File: src/rtl/square_root.sv
// Sequential geometric-mean unit: out = floor(sqrt(In1 * In2)) for 5-bit operands.
// Restoring digit-by-digit square root on the 10-bit product, one result bit per cycle.
module square_root (
  input  logic       clk,
  input  logic       clear,
  input  logic       start,
  input  logic [4:0] In1,
  input  logic [4:0] In2,
  output logic [4:0] out
);

  typedef enum logic [1:0] {
    IDLE = 2'd0,
    CALC = 2'd1,
    DONE = 2'd2
  } state_t;

  state_t     state_q, state_d;
  logic [9:0] rad_q, rad_d;
  logic [4:0] root_q, root_d;
  logic [6:0] rem_q, rem_d;
  logic [2:0] cnt_q, cnt_d;
  logic [4:0] out_q, out_d;

  logic [8:0] r2;
  logic [6:0] trial;
  logic [6:0] diff;

  always_comb begin
    state_d = state_q;
    rad_d   = rad_q;
    root_d  = root_q;
    rem_d   = rem_q;
    cnt_d   = cnt_q;
    out_d   = out_q;

    // The remainder never exceeds 2*root, so the 7-bit difference cannot wrap
    // whenever r2 >= trial; r2's upper bits only matter for the comparison.
    r2    = {rem_q, rad_q[9:8]};
    trial = {root_q, 2'b01};
    diff  = r2[6:0] - trial;

    case (state_q)
      IDLE: begin
        if (start) begin
          rad_d   = {5'b00000, In1} * {5'b00000, In2};
          root_d  = 5'd0;
          rem_d   = 7'd0;
          cnt_d   = 3'd0;
          state_d = CALC;
        end
      end
      CALC: begin
        if (r2 >= {2'b00, trial}) begin
          rem_d  = diff;
          root_d = {root_q[3:0], 1'b1};
        end else begin
          rem_d  = r2[6:0];
          root_d = {root_q[3:0], 1'b0};
        end
        rad_d = {rad_q[7:0], 2'b00};
        cnt_d = cnt_q + 3'd1;
        if (cnt_q == 3'd4) begin
          state_d = DONE;
        end
      end
      DONE: begin
        out_d   = root_q;
        state_d = IDLE;
      end
      default: begin
        state_d = IDLE;
      end
    endcase
  end

  always_ff @(posedge clk) begin
    if (clear) begin
      state_q <= IDLE;
      rad_q   <= 10'd0;
      root_q  <= 5'd0;
      rem_q   <= 7'd0;
      cnt_q   <= 3'd0;
      out_q   <= 5'd0;
    end else begin
      state_q <= state_d;
      rad_q   <= rad_d;
      root_q  <= root_d;
      rem_q   <= rem_d;
      cnt_q   <= cnt_d;
      out_q   <= out_d;
    end
  end

  assign out = out_q;

endmodule

File: config.mk
export PLATFORM = sky130hd
export DESIGN_NAME = square_root
export DESIGN_NICKNAME = d
export VERILOG_FILES = /design/src/rtl/square_root.sv
export SDC_FILE = /design/constraint.sdc
export NUM_CORES = 1
export LEC_CHECK = 0
export CAP_MARGIN = 5
export CORE_MARGIN = 2
export CORE_UTILIZATION = 63
export DETAILED_ROUTE_END_ITERATION = 8
export GPL_ROUTABILITY_DRIVEN = 0
export PLACE_DENSITY = 0.84
export RECOVER_POWER = 50
export SETUP_SLACK_MARGIN = 0.02
export SLEW_MARGIN = 20
export SYNTH_ARGS = -nofsm -noshare
export SYNTH_HDL_FRONTEND = slang
export SYNTH_SLANG_ARGS = --single-unit
File: constraint.sdc
create_clock -name clk -period 6.3 [get_ports clk]
set_clock_uncertainty 0.15 [all_clocks]
set_input_delay 1.26 -clock clk [delete_from_list [all_inputs] [get_ports clk]]
set_output_delay 1.26 -clock clk [all_outputs]
set_load 0.02 [all_outputs]
Yosys cells after proc, flatten, opt, wreduce, memory -nomap -nowiden. Cells that the tools add are included.

Add/sub/neg operators: 2. Equality and inequality tests: 5. Reduce and logical (&&, ||, !) cells: 4. Magnitude comparators: 1. Mux-type cells: 13. Multipliers: 1.

Operators with widths (number): $pmux W10 S2 (1); $mux W7 (2); $pmux W7 S2 (1); $mul A5 B5 Y10 (1); $mux W10 (1); $pmux W5 S2 (1); $ge A9 B7 Y1 (1); $sub A7 B7 Y7 (1); $pmux W3 S2 (1); $mux W5 (1); $mux W2 (2); $ne A2 B2 Y1 const B (2); $pmux W2 S2 (1); $reduce_and A2 Y1 (2); $add A3 B1 Y3 const B (1); $eq A3 B3 Y1 const B (1); $mux W3 (1); $eq A2 B1 Y1 const B (1); $eq A2 B2 Y1 const B (1); $logic_not A2 Y1 (1); $reduce_bool A2 Y1 (1); $mux W1 (1).

Bits in registers: 32. Input port bits: 13. Word-level logic and storage cells: 32.

Logic depth before layout (Yosys ltp). Gate-level depths: netlist of the first run.

Depth in word-level cells: 3. Gate-level depth with buffers: 12. Mapped depth without buffers: 12.

Worst setup path after synthesis of the first run. OpenSTA, ideal clock, no wires.

Path type: input to register. Start: input In1[0]. End: register rad_q[8]. Data arrival time: 4.122 ns. Path buffers: 0. Setup slack: 1.889 ns. Library setup time: 0.140 ns. Stages: 11. Cells stage by stage: nand2_1 -> fa_1 -> fa_1 -> fa_1 -> inv_1 -> ha_1 -> nor2b_1 -> o31a_1 -> or4_1 -> nand3_1 -> a221oi_1.

Word-level cells in the longest chain between the ends: 3.

RTL lines: from (decl) (line 7) `input logic [4:0] In1,`; $mul A5 B5 Y10 (line 46) `rad_d = {5'b00000, In1} * {5'b00000, In2};`; $mux W10 (line 45) `if (start) begin`; $pmux W10 S2 (line 43) `case (state_q)`; to (signal assigned) (line 87) `rad_q <= rad_d;`; to (decl) (line 19) `logic [9:0] rad_q, rad_d;`.

Every way passes these cells. The select of a mux whose other input is x is not followed. A chain may end at the register's enable or synchronous reset.

Worst setup path in the final report of the first run. Ends and elaborated chain as after synthesis.

==> results.txt, run 1 <==
Nature of the critical path endpoint: a register. The run gives 282 as the number of cells produced by synthesis. The number of warnings issued by yosys is 0, and the net count after synthesis is 331. Post-CTS setup buffer count: 0. The slowest library cell on the worst path was sky130_fd_sc_hd__fa_1. The stage delay of the slowest cell on the critical path came out at 0.55 ns. The cell row count was 22. The setup path with the least slack is of type in2reg. The overall die width was 64.91 µm. The library cell appearing most often on the critical path was sky130_fd_sc_hd__fa_1. STA classifies the critical path startpoint as a primary input. At the worst endpoint, the arrival time is 4.81 ns. The number of hold buffers added after CTS was 0. Area of the die: 4213 µm².

Once detail routing completed, the nets flagged for antenna violations numbered 0. The number of buffers created by CTS is 5. For the part of the power in combinational logic, the log shows 54.4%. The number of placed instances, taps included, is 339.

The logs give 32 for the sink count of the clock tree and 347 for the non-filler instance count after layout. The most common library cell in the layout ignoring fill and taps was sky130_fd_sc_hd__nor2_1. The required time of the worst setup path came out at 6.27 ns. The fraction of the cycle the final worst path needs was 76.83%; the fraction of power spent switching nets was 38.87%. Summed over all nets, the half-perimeter wirelength after detailed placement is 3434 µm. The area of the mapped netlist was 2337 µm². The final count of hold timing violations was 0; the proportion of power drawn by the clock network was 19.2%. In the final routed layout, each cell accounts on average for 12.90 µm. For this run, the post-layout net count is 347.

Sequential cells account for 26.4% of the total power. The time the worst path needs with I/O delays and setup came out at 4.840 ns. Entering global routing, the biggest net connects 22 pins. Headroom to the max-slew limit came out at 46.67%. The via density per instance was 5.692; the fraction of layout cells with a size suffix above 1 was 4.013%.

Summed over all layers, the routed wires come to 4477 µm. CTS built an H-tree with a depth of 2. After detailed routing, the number of remaining DRC violations is 0. In this run the count of I/O pins placed on the die edge is 18.

Setup violations remaining at the end of the flow were counted as 0. The flow ran to the end, and the final reports show no timing, DRC or antenna violations. For this block, the via count after detailed routing is 1975. For the maximum count of clock buffers along a single path, the log shows 2. Setup repair after global routing left no endpoint under its margin.

The synthesized area divided by synthesized cell count works out to 8.288 µm². The logs give 3606 µm² for the core footprint and 8004 µm for the first-pass GRT wire length. In the layout the commonest cells are 35 x sky130_fd_sc_hd__nor2_1, 32 x sky130_fd_sc_hd__dfxtp_1, 27 x sky130_fd_sc_hd__ha_1, 26 x sky130_fd_sc_hd__nand2_1, 23 x sky130_fd_sc_hd__inv_1. Walking the worst path, the cells encountered are clkdlybuf4s50_1, nand2_1, fa_1, fa_1, fa_1, inv_1, ha_1, nor2b_1, o31a_1, or4_1, nand3_1, a221oi_1. The power per unit of standard cell area was 375.2 nW/µm²; the max-slew violation count was 0. Number of antenna violations at the first check in global routing: 0.

Port buffering added 17 buffers. The effective utilization at floorplan came out at 64.82%. The overall global routing resource usage was 23.86%. For the number of iterations in the first detailed-routing pass, the log shows 4.

At the pin with the least slew margin, the transition time is 0.7970 ns. Y dimension of the die: 64.91 µm. Based on the critical path, the design can be clocked at up to 0.2066 GHz. Max-cap violations in this run came to 0. Adding up every negative setup slack in the final design gives 0 ns.

Post-cts repair resize count: 0. Of all nets on the critical path, the largest fanout is 5. TritonCTS built the clock tree. Clock root buffer: sky130_fd_sc_hd__clkbuf_8. The latest clock arrival within the worst-skew pair was 0.28 ns. Clock-pin slew was measured on the worst setup and hold paths at 0.07 ns.

The area growth from synthesis to layout is 13.12%. The number of global-route vias before repair was 1933. Sequential cells were found to cover 27.41% of the synthesized design area. The analysis attributes to net switching a power of 385.6 µW.

For the antenna diode count, the log shows 0. The type of the worst min-delay path was reg2reg. In this run, the number of DRC markers left after iteration 0 of detailed routing was 72. The count of unique library cells instantiated by Yosys is 43. The tools report the total congestion overflow as 0.

The logs give 606.5 µW for the internal power and 184.3 µV for the peak supply drop. The run gives 0.001136 µW as the static power due to leakage. The register bit count reported by yosys was 32.
[cell families (layout without fill, tap and decap cells)]
group / after synthesis / after routing / share of synthesized area [%]
buf+inv: 31 / 48 / 5.032
simple gates: 105 / 105 / 21.41
mux: 7 / 7 / 3.105
fa+ha+maj: 36 / 36 / 22.16
xor+xnor: 8 / 8 / 2.998
compound gates: 63 / 63 / 17.88
flops: 32 / 32 / 27.41
[cell type report]
class / instances / area [µm²]
Inverter: 23 / 86.33
Clock buffer: 6 / 72.57
Timing Repair Buffer: 17 / 170.2
Clock inverter: 2 / 35.03
Sequential cell: 32 / 640.6
Tap cell: 48 / 60.06
Multi-Input combinational cell: 219 / 1579
Fill cell: 280 / 962.2
[synthesized netlist by cell type (all sizes together)]
cell	count	area [µm²]
nor2	35	131.4
dfxtp	32	640.6
ha	27	337.8
nand2	26	97.59
inv	23	86.33
a21oi	18	90.09
o21ai	18	101.4
and2	16	100.1
fa	9	180.2
nor3	9	45.04
clkbuf	7	26.28
a211oi	6	45.04
mux2i	5	50.05
nand2b	5	31.28
xor2	5	43.79
nor2b	4	25.02
o211ai	3	22.52
o21a	3	22.52
xnor2	3	26.28
a22o	2	17.52
a22oi	2	15.01
a31oi	2	12.51
mux2	2	22.52
nand3b	2	15.01
nand4	2	12.51
a2111oi	1	15.01
a21boi	1	7.510
a221oi	1	8.760
a311oi	1	8.760
a31o	1	8.760
a32oi	1	8.760
and3	1	6.260
buf	1	5.000
nand3	1	5.000
nand4bb	1	11.26
o21bai	1	7.510
o22a	1	17.52
o31a	1	8.760
or2	1	6.260
or3	1	6.260
or4	1	7.510
[worst paths after layout]
| check | start | slack, ns | endpoint | depth (start not counted) |
|---|---|---|---|---|
| worst max register to register | state_q[0] | 4.09 | rem_q[6] | 5 |
| worst min register to register | rad_q[0] | 0.31 | rad_q[0] | 2 |
| worst min-delay path | rad_q[0] | 0.31 | rad_q[0] | 2 |
| worst max-delay path | In1[0] | 1.46 | rad_q[8] | 12 |
[state kept, by name (all words and copies together) (netlist names)]
signal and flops:
cnt_q 3, out 5, rad_q 10, rem_q 7
root_q 5, state_q 2
[metrics by stage]
stage	hold WS [ns]	power, µW	setup slack [ns]	util, %	instance area, µm²
global placement	0.2836	794.3	1.244	70.33	2536
finish	0.3077	992.1	1.460	73.32	2644
global route	0.3400	1064	1.299	73.32	2644
detailed placement	0.2935	805.6	1.152	70.33	2536
CTS	0.3083	998.2	1.460	73.32	2644
floorplan	0.2750	708.0	1.889	-	2337
[power by group through the flow]
stage	combinational (µW)	clock [µW]	sequential, µW
3_3_place_gp	530	0	264
2_1_floorplan	450	0	258
3_5_place_dp	539	0	266
5_1_grt	595	202	267
4_1_cts	542	194	262
6_report	539	190	262
[critical path, delay by kind of cell]
family	cells	cell delay, ns
fa+ha+maj	4	1.87
simple gates	4	0.77
buf+inv	2	0.57
compound gates	2	0.34
[layer usage]
layer | global-route usage, % | wire, µm | vias up
met3 | 4.167 | 146 | 4
met2 | 45.49 | 2334 | 34
met5 | 0 | 0 | -
met4 | 3.989 | 20 | 0
met1 | 27.95 | 1976 | 931
li1 | - | - | 1006
Note: power is estimated with default switching activity, not from simulation.
==> inputs of run 2 (changes only) <==
Settings changed: CORE_UTILIZATION 63 to 59, PLACE_DENSITY 0.84 to 0.79.
Clock period 6.3 ns to 4.66 ns, I/O delays scaled along.
==> results.txt, run 2 (synthesis results as in run 1) <==
The flow ran to the end, and the final reports show no timing, DRC or antenna violations. TritonCTS built the clock tree. The routed via count was 1969 (-0.30%); the overall die width was 66.94 µm (+3.1%). The worst slack at placement was -0.002765 ns (-1.154 ns); the number of hold buffers added after CTS was 0 (unchanged). The power per unit of standard cell area was 505.0 nW/µm² (+35%). For the number of fill cells in the layout, the log shows 302 (+7.9%). The run gives 72.79% (-0.52 points) as the utilization of the core after routing. Leaving out fill and tap cells, the most frequent cells in the layout are 35 x sky130_fd_sc_hd__nor2_1, 32 x sky130_fd_sc_hd__dfxtp_1, 27 x sky130_fd_sc_hd__ha_1, 26 x sky130_fd_sc_hd__nand2_1, 23 x sky130_fd_sc_hd__inv_1. Y dimension of the die: 66.94 µm (+3.1%). Walking the worst path, the cells encountered are clkdlybuf4s50_1, nand2_1, fa_1, fa_1, fa_1, inv_1, ha_1, nor2b_1, o31a_1, buf_4, o211ai_1, nand3_1, a221oi_2. The max-slew violation count came out at 0 (unchanged).

The tools report the nature of the critical path endpoint as a register. The stage delay of the slowest cell on the critical path was 0.54 ns (about the same); the worst-case setup margin in the final layout was 0.1686 ns (-1.291 ns). The tools report the post-cts repair resize count as 0 (unchanged). The required time of the worst setup path is 4.71 ns (-1.56 ns). The number of nets at the end of the flow is 357 (+2.9%), and the initial DRC count is 103 (+43%).

The tools report the count of maximum capacitance violations as 0 (unchanged). The top fanout value on the critical path was 2 (-3); the via density per instance was 5.515 (-3.1%). The flip-flop count of the largest register, all copies and words added works out to 10 (unchanged). The tools report the area of the die as 4481 µm² (+6.4%). The total half-perimeter wirelength after legalization and detailed placement is 3693 µm (+7.6%), and the peak supply drop is 221.8 µV (+20%). The overall global routing resource usage is 24.80% (+0.95 points).

Transition time at the pin with the least slew margin: 1.027 ns (+0.2300 ns). The number of nets with antenna violations after detailed routing was 0 (unchanged). The logs give 22 (unchanged) for the cell row count and 2 (unchanged) for the maximum count of clock buffers along a single path. The wire length per cell after detailed routing is 13.64 µm (+5.7%). The logs give 62.43% (-2.4 points) for the effective utilization at floorplan and 0.3034 ns (-0.004310 ns) for the worst hold slack after final layout. The worst slew slack as a fraction of its limit is 31.54% (-15 points), and the upper clock frequency limit is 0.2226 GHz. The fraction of layout cells with a size suffix above 1 came out at 7.767% (+3.8 points).

The number of I/O port buffers came out at 17 (unchanged). The post-detailed-routing wire length was 4868 µm (+8.7%). The slowest library cell on the worst path was sky130_fd_sc_hd__fa_1. Number of iterations in the first detailed-routing pass: 4 (unchanged). For the antenna diode count, the log shows 0 (unchanged). The latest clock arrival within the worst-skew pair came out at 0.29 ns (about the same).

STA classifies the critical path startpoint as a primary input. The final count of hold timing violations was 0 (unchanged). The arrival time reported for the critical path endpoint was 4.54 ns (-0.27 ns). The run gives 5 (unchanged) as the number of buffers created by CTS.

The setup path with the least slack is of type in2reg. Total congestion overflow: 0 (unchanged). In the final layout, the registers with the most flip-flops are rad_q: 10 flops, rem_q: 7 flops.

The number of H-tree levels was 2 (unchanged); the DRC violation count after routing was 0 (unchanged). The number of antenna violations at the first check in global routing came out at 0 (unchanged). The clock transition at the registers of the reported paths works out to 0.07 ns (about the same). The core footprint came out at 3744 µm² (+3.8%). First-pass GRT wire length: 8280 µm (+3.4%). Boundary pin count: 18 (unchanged). The pin count of the biggest net entering global routing was 22 (unchanged); the synthesis-to-layout area growth was 16.60%.

The library cell appearing most often on the critical path was sky130_fd_sc_hd__fa_1. The tree is rooted in a sky130_fd_sc_hd__clkbuf_8. The post-CTS setup buffer count is 0 (unchanged).

Of the available clock period, the critical path in the final layout requires 96.38%. Counting flops per register, the top entry is rad_q. Leaving out fill and tap cells, the most frequent cell in the layout is sky130_fd_sc_hd__nor2_1. The tools report the sink count of the clock tree as 32 (unchanged). The type of the worst min-delay path is reg2reg.

Setup TNS: 0 ns (unchanged). The number of global-route vias before repair is 1884 (-2.5%), and the total of endpoints with negative setup slack in the final report is 0 (unchanged). The time the worst path needs with I/O delays and setup was 4.491 ns; the static power due to leakage was 0.001183 µW (+4.2%).
==> run 2: layer usage <==
layer	up-vias	global-route usage (%)	part of all wire (%)
met5	-	0	0
met2	39	38.25	45
met4	0	11.22	1.6
met1	905	33.47	49
li1	1017	-	-
met3	8	4.730	4.8
==> run 2: layout make-up <==
cell class | instances | area (µm²) | area share, %
multi-input combinational | 219 | 1585 | 58.17
sequential | 32 | 640.6 | 23.51
timing repair buffer | 27 | 241.5 | 8.861
inverter | 23 | 86.33 | 3.168
clock buffer | 5 | 68.82 | 2.525
tap | 48 | 60.06 | 2.204
clock inverter | 3 | 42.54 | 1.561
==> run 2: power by group <==
part           internal (µW)  switching, µW  total, µW
Clock                    158            106        265
Sequential               319           34.5        353
Combinational            356            402        758
Total                    833            543       1380
==> run 2: worst paths after layout <==
check / slack [ns] / startpoint / cells after the start / to
worst min-delay path: 0.30 / rad_q[0] / 2 / rad_q[0]
worst min register to register: 0.30 / rad_q[0] / 2 / rad_q[0]
worst max-delay path: 0.17 / In1[0] / 13 / rad_q[8]
worst max register to register: 2.39 / root_q[4] / 7 / rem_q[4]
==> run 2: per-stage QoR <==
| stage | std cells | area, µm² | power [µW] |
|---|---|---|---|
| final | 357 | 2725 | 1376 |
| after global routing | 357 | 2725 | 1476 |
| after CTS | 357 | 2723 | 1380 |
| after detailed placement | 349 | 2611 | 1113 |
| after global placement | 349 | 2611 | 1095 |
| after floorplan | 282 | 2337 | 957.2 |
==> run 2: worst max-delay path, delay by kind of cell <==
family                   cells  cell delay [ns]
AO/OA/AOI/OAI                3             0.68
buffers and inverters        3             0.68
adder cells (fa/ha/maj)      4             1.86
AND/OR/NAND/NOR              3             0.37
==> inputs of run 3 (changes only) <==
Settings changed: PLACE_DENSITY 0.79 to 0.81.
==> results.txt, run 3 (synthesis results as in run 1) <==
The total congestion overflow is 0 (unchanged). In the layout the commonest cells are 35 x sky130_fd_sc_hd__nor2_1, 32 x sky130_fd_sc_hd__dfxtp_1, 27 x sky130_fd_sc_hd__ha_1, 26 x sky130_fd_sc_hd__nand2_1, 23 x sky130_fd_sc_hd__inv_1. The post-detailed-routing wire length was 4734 µm (-2.8%); the non-filler instance count after layout was 354 (-0.84%). The run gives 4.63 ns (-0.08 ns) as the required time of the worst setup path. The pin count of the biggest net entering global routing is 22 (unchanged).

The tools report the total of endpoints with negative setup slack in the final report as 0 (unchanged). The largest registers in the layout are rad_q: 10 flops, rem_q: 7 flops. Clock transition at the registers of the reported paths: 0.07 ns (about the same). The antenna diode count was 0 (unchanged); the transition time at the pin with the least slew margin was 0.8495 ns (-0.1775 ns). The power per unit of standard cell area came out at 508.2 nW/µm² (+0.63%). Kind of start point of the critical path: a primary input.

The time the worst path needs with I/O delays and setup was 4.443 ns (-0.04886 ns). The worst slew slack as a fraction of its limit was 43.16% (+12 points); the wire length per cell after detailed routing was 13.37 µm (-1.9%). The signal on the critical path passes through clkdlybuf4s50_1, nand2_1, fa_1, fa_1, fa_1, inv_1, ha_1, nor2b_1, o31a_1, or4_1, nand3_1, a221oi_1. For the area of the die, the log shows 4481 µm² (unchanged). The y dimension of the die was 66.94 µm (unchanged); the boundary pin count was 18 (unchanged). The tree is rooted in a sky130_fd_sc_hd__clkbuf_8.

The run gives 0.28 ns (about the same) as the latest clock arrival within the worst-skew pair. The run gives 0 (unchanged) as the count of maximum capacitance violations. The peak supply drop came out at 237.3 µV (+7.0%). The tools report the total half-perimeter wirelength after legalization and detailed placement as 3659 µm (-0.93%). The via density per instance is 5.630 (+2.1%), and the static power due to leakage is 0.001170 µW (-1.1%). The top fanout value on the critical path was 5 (+3); the number of buffers created by CTS was 5 (unchanged). The overall global routing resource usage was 25.28% (+0.48 points); the number of I/O port buffers was 17 (unchanged). The post-cts repair resize count is 0 (unchanged). Placed cell area: 2589 µm² (-0.86%). The cell row count came out at 22 (unchanged). Setup repair after global routing left no endpoint under its margin. The first-pass GRT wire length was 8776 µm (+6.0%); the sink count of the clock tree was 32 (unchanged).

The worst setup path is captured at a register. The run gives 354 (-0.84%) as the number of nets at the end of the flow. The run gives 72.26% (-0.53 points) as the utilization of the core after routing. The run gives 0 (unchanged) as the post-CTS setup buffer count. The library cell used most frequently in the layout, excluding fill and tap cells, is sky130_fd_sc_hd__nor2_1. The tightest min-delay check is of the reg2reg type. TritonCTS built the clock tree. The routed via count was 1993 (+1.2%).

The number of nets with antenna violations after detailed routing was 0 (unchanged); the area of all placed cells without fillers was 2705 µm² (-0.73%). The overall die width is 66.94 µm (unchanged), and the DRC violation count after routing is 0 (unchanged). The final count of hold timing violations came out at 0 (unchanged). The synthesis-to-layout area growth was 15.74%; the worst hold slack after final layout was 0.3048 ns (+0.001464 ns).

Largest register by flop count: rad_q. The run finished with clean final reports. The number of global-route vias before repair is 2168 (+15%). Among all stages on the critical path, the largest delay is contributed by sky130_fd_sc_hd__fa_1. The critical path is of the in2reg type. The run gives 0.2174 ns (+0.04886 ns) as the worst-case setup margin in the final layout. The flip-flop count of the largest register, all copies and words added works out to 10 (unchanged). The number of H-tree levels was 2 (unchanged); the upper clock frequency limit was 0.2251 GHz (+1.1%).

For the number of antenna violations at the first check in global routing, the log shows 0 (unchanged). The run gives 2.35 ns (-0.04 ns) as the register-to-register setup slack. The initial DRC count is 122 (+18%). Worst slack at placement: -0.08450 ns (-0.08173 ns). The logs give 0 (unchanged) for the max-slew violation count and 62.43% (unchanged) for the effective utilization at floorplan.

In this design, the critical path's most frequently occurring cell is sky130_fd_sc_hd__fa_1. Number of iterations in the first detailed-routing pass: 5 (+1). The fraction of layout cells with a size suffix above 1 was 6.863% (-0.90 points).

Cell count of the worst hold path: 2 (unchanged). The worst reg2reg path depth is 7 (unchanged), and the cell total after placement is 346 (-0.86%). The arrival time reported for the critical path endpoint was 4.42 ns (-0.12 ns); the fraction of the cycle the final worst path needs was 95.33% (-1.0 points). The stage delay of the slowest cell on the critical path is 0.54 ns (about the same).

The core footprint was 3744 µm² (unchanged); the maximum count of clock buffers along a single path was 2 (unchanged). The number of hold buffers added after CTS is 0 (unchanged).
run 3: final cells by class:
cell class                      count  area [µm²]
Timing Repair Buffer               24       222.7
Clock inverter                      3       42.54
Inverter                           23       86.33
Fill cell                         325        1039
Clock buffer                        5       68.82
Tap cell                           48       60.06
Multi-Input combinational cell    219        1584
Sequential cell                    32       640.6
run 3: metrics by stage:
step / total power, µW / TNS (ns)
3_3_place_gp: 1085 / -0.01553
2_1_floorplan: 957.2 / 0
6_report: 1375 / 0
4_1_cts: 1376 / 0
3_5_place_dp: 1109 / -0.1250
5_1_grt: 1479 / 0
run 3: metal layers:
metal  wire [µm]  track usage (%)  up-vias
met5           0                0        -
met4          72            7.908        0
met3         138            4.561        8
met2        2559            49.38       33
met1        1964            27.00      939
li1            -                -     1013
run 3: worst max-delay path: cells and delay by family:
kind	cells	cell delay (ns)
buf+inv	2	0.56
fa+ha+maj	4	1.85
compound gates	2	0.34
simple gates	4	0.74
run 3: path summary, 6_finish.rpt:
kind              startpoint   endpoint
hold / removal     root_q[1]  root_q[1]
setup / recovery      In2[3]   rad_q[8]
setup reg to reg   root_q[4]   rem_q[1]
hold reg to reg    root_q[1]  root_q[1]
run 3: power breakdown:
| group | internal [µW] | switching, µW |
|---|---|---|
| Clock | 158 | 104 |
| Sequential | 319 | 34.3 |
| Combinational | 352 | 408 |
